`src/rtl/pipeline_ctrl.sv`:
```
// Main controller for the 8-bit 5-stage pipeline: ID decode, ID/EX -> EX/MEM -> MEM/WB
// control pipeline, load-use stall, mispredict/jump flush and HALT drain sequencing.
module pipeline_ctrl #(
  parameter int DRAIN_CYCLES = 3
) (
  input  logic        clk,
  input  logic        reset,
  input  logic [15:0] instruction_IF,
  input  logic        mispredict_EX,
  output logic        stall,
  output logic        flush,
  output logic        jump,
  output logic        PC_sel,
  output logic [1:0]  ImmSrc,
  output logic        ALUsrc,
  output logic [3:0]  opcode,
  output logic        dir,
  output logic        MemRead_MEM,
  output logic        MemWrite_MEM,
  output logic        RegWrite_MEM,
  output logic        ResultSrc_MEM,
  output logic        RegWrite_WB,
  output logic        halted
);

  localparam int CW = $clog2(DRAIN_CYCLES + 1);

  typedef struct packed {
    logic       mem_read;
    logic       mem_write;
    logic       reg_write;
    logic       result_src;
    logic [2:0] rd;
  } ctrl_t;

  typedef enum logic [1:0] {RUN, DRAIN, HALTED} state_t;

  state_t         state;
  logic [CW-1:0]  cnt;
  ctrl_t          id_ex, ex_mem, dec;
  logic           mem_wb_rw;

  logic [3:0] op;
  logic [2:0] rs1, rs2;
  logic       rd_rs1, rd_rs2, is_halt, load_use;

  assign op  = instruction_IF[15:12];
  assign rs1 = instruction_IF[8:6];
  assign rs2 = instruction_IF[5:3];

  always_comb begin
    ImmSrc   = 2'b00;
    ALUsrc   = 1'b0;
    opcode   = 4'h0;
    jump     = 1'b0;
    rd_rs1   = 1'b0;
    rd_rs2   = 1'b0;
    dec      = '0;
    dec.rd   = instruction_IF[11:9];
    case (op)
      4'h1, 4'h2, 4'h3, 4'h4, 4'h5: begin
        opcode = op; rd_rs1 = 1'b1; rd_rs2 = 1'b1; dec.reg_write = 1'b1;
      end
      4'h6: begin
        opcode = op; rd_rs1 = 1'b1; dec.reg_write = 1'b1;
      end
      4'h7: begin
        ALUsrc = 1'b1; opcode = 4'h1; rd_rs1 = 1'b1; dec.reg_write = 1'b1;
      end
      4'h8: begin
        ALUsrc = 1'b1; opcode = 4'h1; rd_rs1 = 1'b1;
        dec.mem_read = 1'b1; dec.reg_write = 1'b1; dec.result_src = 1'b1;
      end
      4'h9: begin
        ImmSrc = 2'b01; ALUsrc = 1'b1; opcode = 4'h1; rd_rs1 = 1'b1; rd_rs2 = 1'b1;
        dec.mem_write = 1'b1;
      end
      4'hA, 4'hB: begin
        ImmSrc = 2'b10; opcode = 4'h2; rd_rs1 = 1'b1; rd_rs2 = 1'b1;
      end
      4'hC: jump = 1'b1;
      default: ;
    endcase
  end

  assign dir     = instruction_IF[0];
  assign PC_sel  = jump;
  assign is_halt = (op == 4'hF);

  // x0 is never a real producer, so a load into r0 cannot cause a hazard
  assign load_use = id_ex.mem_read && (id_ex.rd != 3'd0) &&
                    ((rd_rs1 && rs1 == id_ex.rd) || (rd_rs2 && rs2 == id_ex.rd));

  // JMP only squashes while running; once draining the ID slot is frozen behind HALT
  assign flush = !reset && (mispredict_EX || (state == RUN && jump));
  assign stall = !reset && !flush && (state != RUN || load_use || is_halt);

  always_ff @(posedge clk) begin
    if (reset) begin
      id_ex     <= '0;
      ex_mem    <= '0;
      mem_wb_rw <= 1'b0;
      state     <= RUN;
      cnt       <= '0;
      halted    <= 1'b0;
    end else begin
      id_ex     <= (flush || stall) ? ctrl_t'('0) : dec;
      ex_mem    <= id_ex;
      mem_wb_rw <= ex_mem.reg_write;
      case (state)
        RUN: if (!flush && is_halt) begin
          // the HALT decode cycle is drain count 0
          state <= DRAIN;
          cnt   <= CW'(1);
        end
        DRAIN: begin
          if (mispredict_EX) begin
            state <= RUN;
            cnt   <= '0;
          end else if (cnt == CW'(DRAIN_CYCLES - 1)) begin
            state  <= HALTED;
            halted <= 1'b1;
          end else begin
            cnt <= cnt + CW'(1);
          end
        end
        default: ;
      endcase
    end
  end

  assign MemRead_MEM   = ex_mem.mem_read;
  assign MemWrite_MEM  = ex_mem.mem_write;
  assign RegWrite_MEM  = ex_mem.reg_write;
  assign ResultSrc_MEM = ex_mem.result_src;
  assign RegWrite_WB   = mem_wb_rw;

endmodule

```
`config.mk`:
```
export PLATFORM = sky130hd
export DESIGN_NAME = pipeline_ctrl
export DESIGN_NICKNAME = d
export VERILOG_FILES = /design/src/rtl/pipeline_ctrl.sv
export SDC_FILE = /design/constraint.sdc
export NUM_CORES = 1
export LEC_CHECK = 0
export CORE_MARGIN = 2
export CORE_UTILIZATION = 44
export DETAILED_ROUTE_END_ITERATION = 10
export PLACE_DENSITY_LB_ADDON = 0.25
export SYNTH_ARGS = -nofsm -noshare
export SYNTH_HDL_FRONTEND = slang
export SYNTH_SLANG_ARGS = --single-unit
```
`constraint.sdc`:
```
create_clock -name clk -period 2.5 [get_ports clk]
set_input_delay 0.375 -clock clk [delete_from_list [all_inputs] [get_ports clk]]
set_output_delay 0.375 -clock clk [all_outputs]
set_load 0.03 [all_outputs]
```
==> results.toml <==
[power_and_ir_drop]
switching_share = 0.279
ir_worst_vdd_v = 0.000330
internal-power_w = 0.000365
power.share.sequential = 0.489
p_comb_frac = 0.247
p_leak_nw = 0.483
p_switching_w = 0.000141
pwr-share-clk = 0.264
power.density_nw_per_um2 = 423

[timing]
fmax_ghz = 0.428
worst_pin_slew_ns = 0.548
tns_ns = 0
setup_viol = 0
fin_crit_ns = 2.34
rsz0062_at_grt = "no"
slew_viol_final = 0
timing.final.ws_setup_ns = 0.163
final.period_utilization = 0.935
finalHoldViolCount = 0
fin_skew_ns = 0.00123
relSlewSlack = 0.632

[clock_tree]
cts_root_buf = "clkbuf_4"
cts_htree_levels = 1
post_cts_resized = 0
cts_setup_buffers = 0
numClockSinks = 15
insertion_delay_ns = 0.28
cts_tree = "built"
hold_buffers = 0
clk_path_buf_depth = 2
numCtsBuffers = 3
clkTransAtPathRegs_ns = 0.08

[setup_path]
crit_family = "buffers and inverters"
critPathCaptureType = "output port"
cp_data_required_time_ns = 2.12
crit_buf_inv = 2
crit_path_start_kind = "input pin"
worstPathArrival_ns = 1.96
r2r_setup_slack_ns = 1.08
setup.worst_path.class = "input pin to output port"
slowest_delay_ns = 0.51
path_cells = "clkdlybuf4s50_1 > and2_1 > nor4_1 > a21oi_1 > o2bb2ai_1 > buf_4"
crit_slowest_cell = "clkdlybuf4s50_1"
cp_max_fo = 8

[detailed_routing]
drc = 0
wl_per_cell_um = 11.2
wl_um = 1850
firstDrtPassIters = 4
vias = 829
drt_iter0_drc = 7
routed_via_density = 4.99
ant_nets = 0

[final_layout]
finalCoreUtilization = 0.628
drive_gt1_frac = 0.129
nets = 160
num-fill-cells = 175
syn_to_final_growth_pct = 37.4
antenna_cells = 0

[outcome]
status = "completed"

[floorplanning]
die_y_um = 48.5
start_util = 0.457
core_sq_um = 1900
ios = 37
row_count = 16
die-area_sq_um = 2350
die_width_um = 48.5

[global_route]
grt_pass1_vias = 766
grt_max_degree = 13
grtUsageTotal = 0.173
antenna_found_initial = 0
gr-total-overflow = 0
grt_pass1_wl_um = 3200

[yosys]
yosys.area.top_type_share = 0.345
syn_nets = 128
ys_seq_area_frac = 0.345
synth_edf_count = 0
synthTopCellsByArea = "dfxtp_1 (35%), a21oi_1 (9.2%), xor2_1 (6.0%)"
synthFlopType = "dfxtp_1"
syn_area_sq_um = 870
ys_top_cells_by_count = "a21oi_1 (16), dfxtp_1 (15), nand2_1 (9), nor2_1 (9)"
synth_area_per_cell_sq_um = 8.05
synth_cell_type_count = 38
yosysTopAreaCell = "dfxtp_1"
ys_async_sr_fraction = 0
yosysMostFrequentCell = "a21oi_1"
synthCells = 108
yosysWarningCount = 0
ys_seq_elements = 15

[placement]
routabilityCongestion = 0.852
io_buffers = 31
hpwl_um = 1490
pre_cts_slack_ns = 0.150

[worst_hold_path]
min_path_type = "flip-flop to flip-flop"

[run]
maxCapViolCount = 0
placed cells by master, fill, tap and decap left out, types with 2 or more instances in the layout:
| master | n |
|---|---|
| clkbuf_4 | 3 |
| inv_1 | 3 |
| a21oi_1 | 16 |
| buf_4 | 12 |
| xor2_1 | 6 |
| nor3_1 | 2 |
| clkdlybuf4s50_1 | 24 |
| nand3_1 | 2 |
| o21ai_0 | 5 |
| nor3b_1 | 2 |
| nor2_1 | 9 |
| nand2_1 | 9 |
| and2_1 | 2 |
| dfxtp_1 | 15 |
| nor2b_1 | 6 |
final cells by class:
| class | count | area (sq um) | area share |
|---|---|---|---|
| well taps | 27 | 33.8 | 0.0283 |
| flip-flops and latches | 15 | 300 | 0.251 |
| clock buffers | 4 | 26.3 | 0.0220 |
| inverters | 3 | 11.3 | 0.00942 |
| multi-input cells | 81 | 493 | 0.413 |
| repair buffers | 36 | 330 | 0.276 |
cell families after synthesis:
kind of cell | share of synthesized area
and+or+nand+nor | 0.265
AOI/OAI and AO/OA | 0.213
DFF | 0.345
buffers and inverters | 0.0878
xor gates and xnor gates | 0.0705
adders and majority gates | 0.0144
other | 0.00431
flip-flops by register name (all words and copies together) (netlist names):
signal         flops
RegWrite_MEM       1
MemWrite_MEM       1
ResultSrc_MEM      1
state              2
cnt                2
halted             1
RegWrite_WB        1
id_ex              6
metrics by stage:
step | hold WS (ns) | total power (W) | cell area, sq um | instances
2_1_floorplan | 0.414 | 0.000328 | 870 | 108
3_3_place_gp | 0.424 | 0.000375 | 1170 | 162
3_5_place_dp | 0.435 | 0.000378 | 1170 | 162
4_1_cts | 0.454 | 0.000513 | 1190 | 166
5_1_grt | 0.469 | 0.000544 | 1190 | 166
6_report | 0.448 | 0.000506 | 1190 | 166
power groups by stage:
stage / combinational, W / sequential, W / clock, W
detailed placement: 0.000125 / 0.000253 / 0
global placement: 0.000123 / 0.000253 / 0
finish: 0.000125 / 0.000247 / 0.000134
floorplan: 0.0000731 / 0.000254 / 0
CTS: 0.000126 / 0.000247 / 0.000140
global route: 0.000136 / 0.000248 / 0.000159
worst paths after layout:
path | startpoint | endpoint | cells past startpoint
worst max-delay path | instruction_IF[15] | stall | 6
worst min-delay path | id_ex[4]$_SDFF_PP0_ | RegWrite_MEM$_SDFF_PP0_ | 1
worst max register to register | id_ex[2]$_SDFF_PP0_ | id_ex[5]$_SDFF_PP0_ | 4
worst min register to register | id_ex[4]$_SDFF_PP0_ | RegWrite_MEM$_SDFF_PP0_ | 1
layer usage:
metal | global-route usage | routed length, um | vias to the layer above
met3 | 0.0586 | 71 | 2
met5 | 0 | 0 | -
met4 | 0.0429 | 13 | 0
li1 | - | - | 433
met2 | 0.289 | 927 | 17
met1 | 0.215 | 841 | 377
worst register-to-register path, delay by kind of cell, from the launching register on:
kind | cells | cell delay (ns)
xor gates and xnor gates | 1 | 0.16
and+or+nand+nor | 1 | 0.40
AOI/OAI and AO/OA | 2 | 0.37
DFF | 1 | 0.35
(Power assumes the default switching activity.)
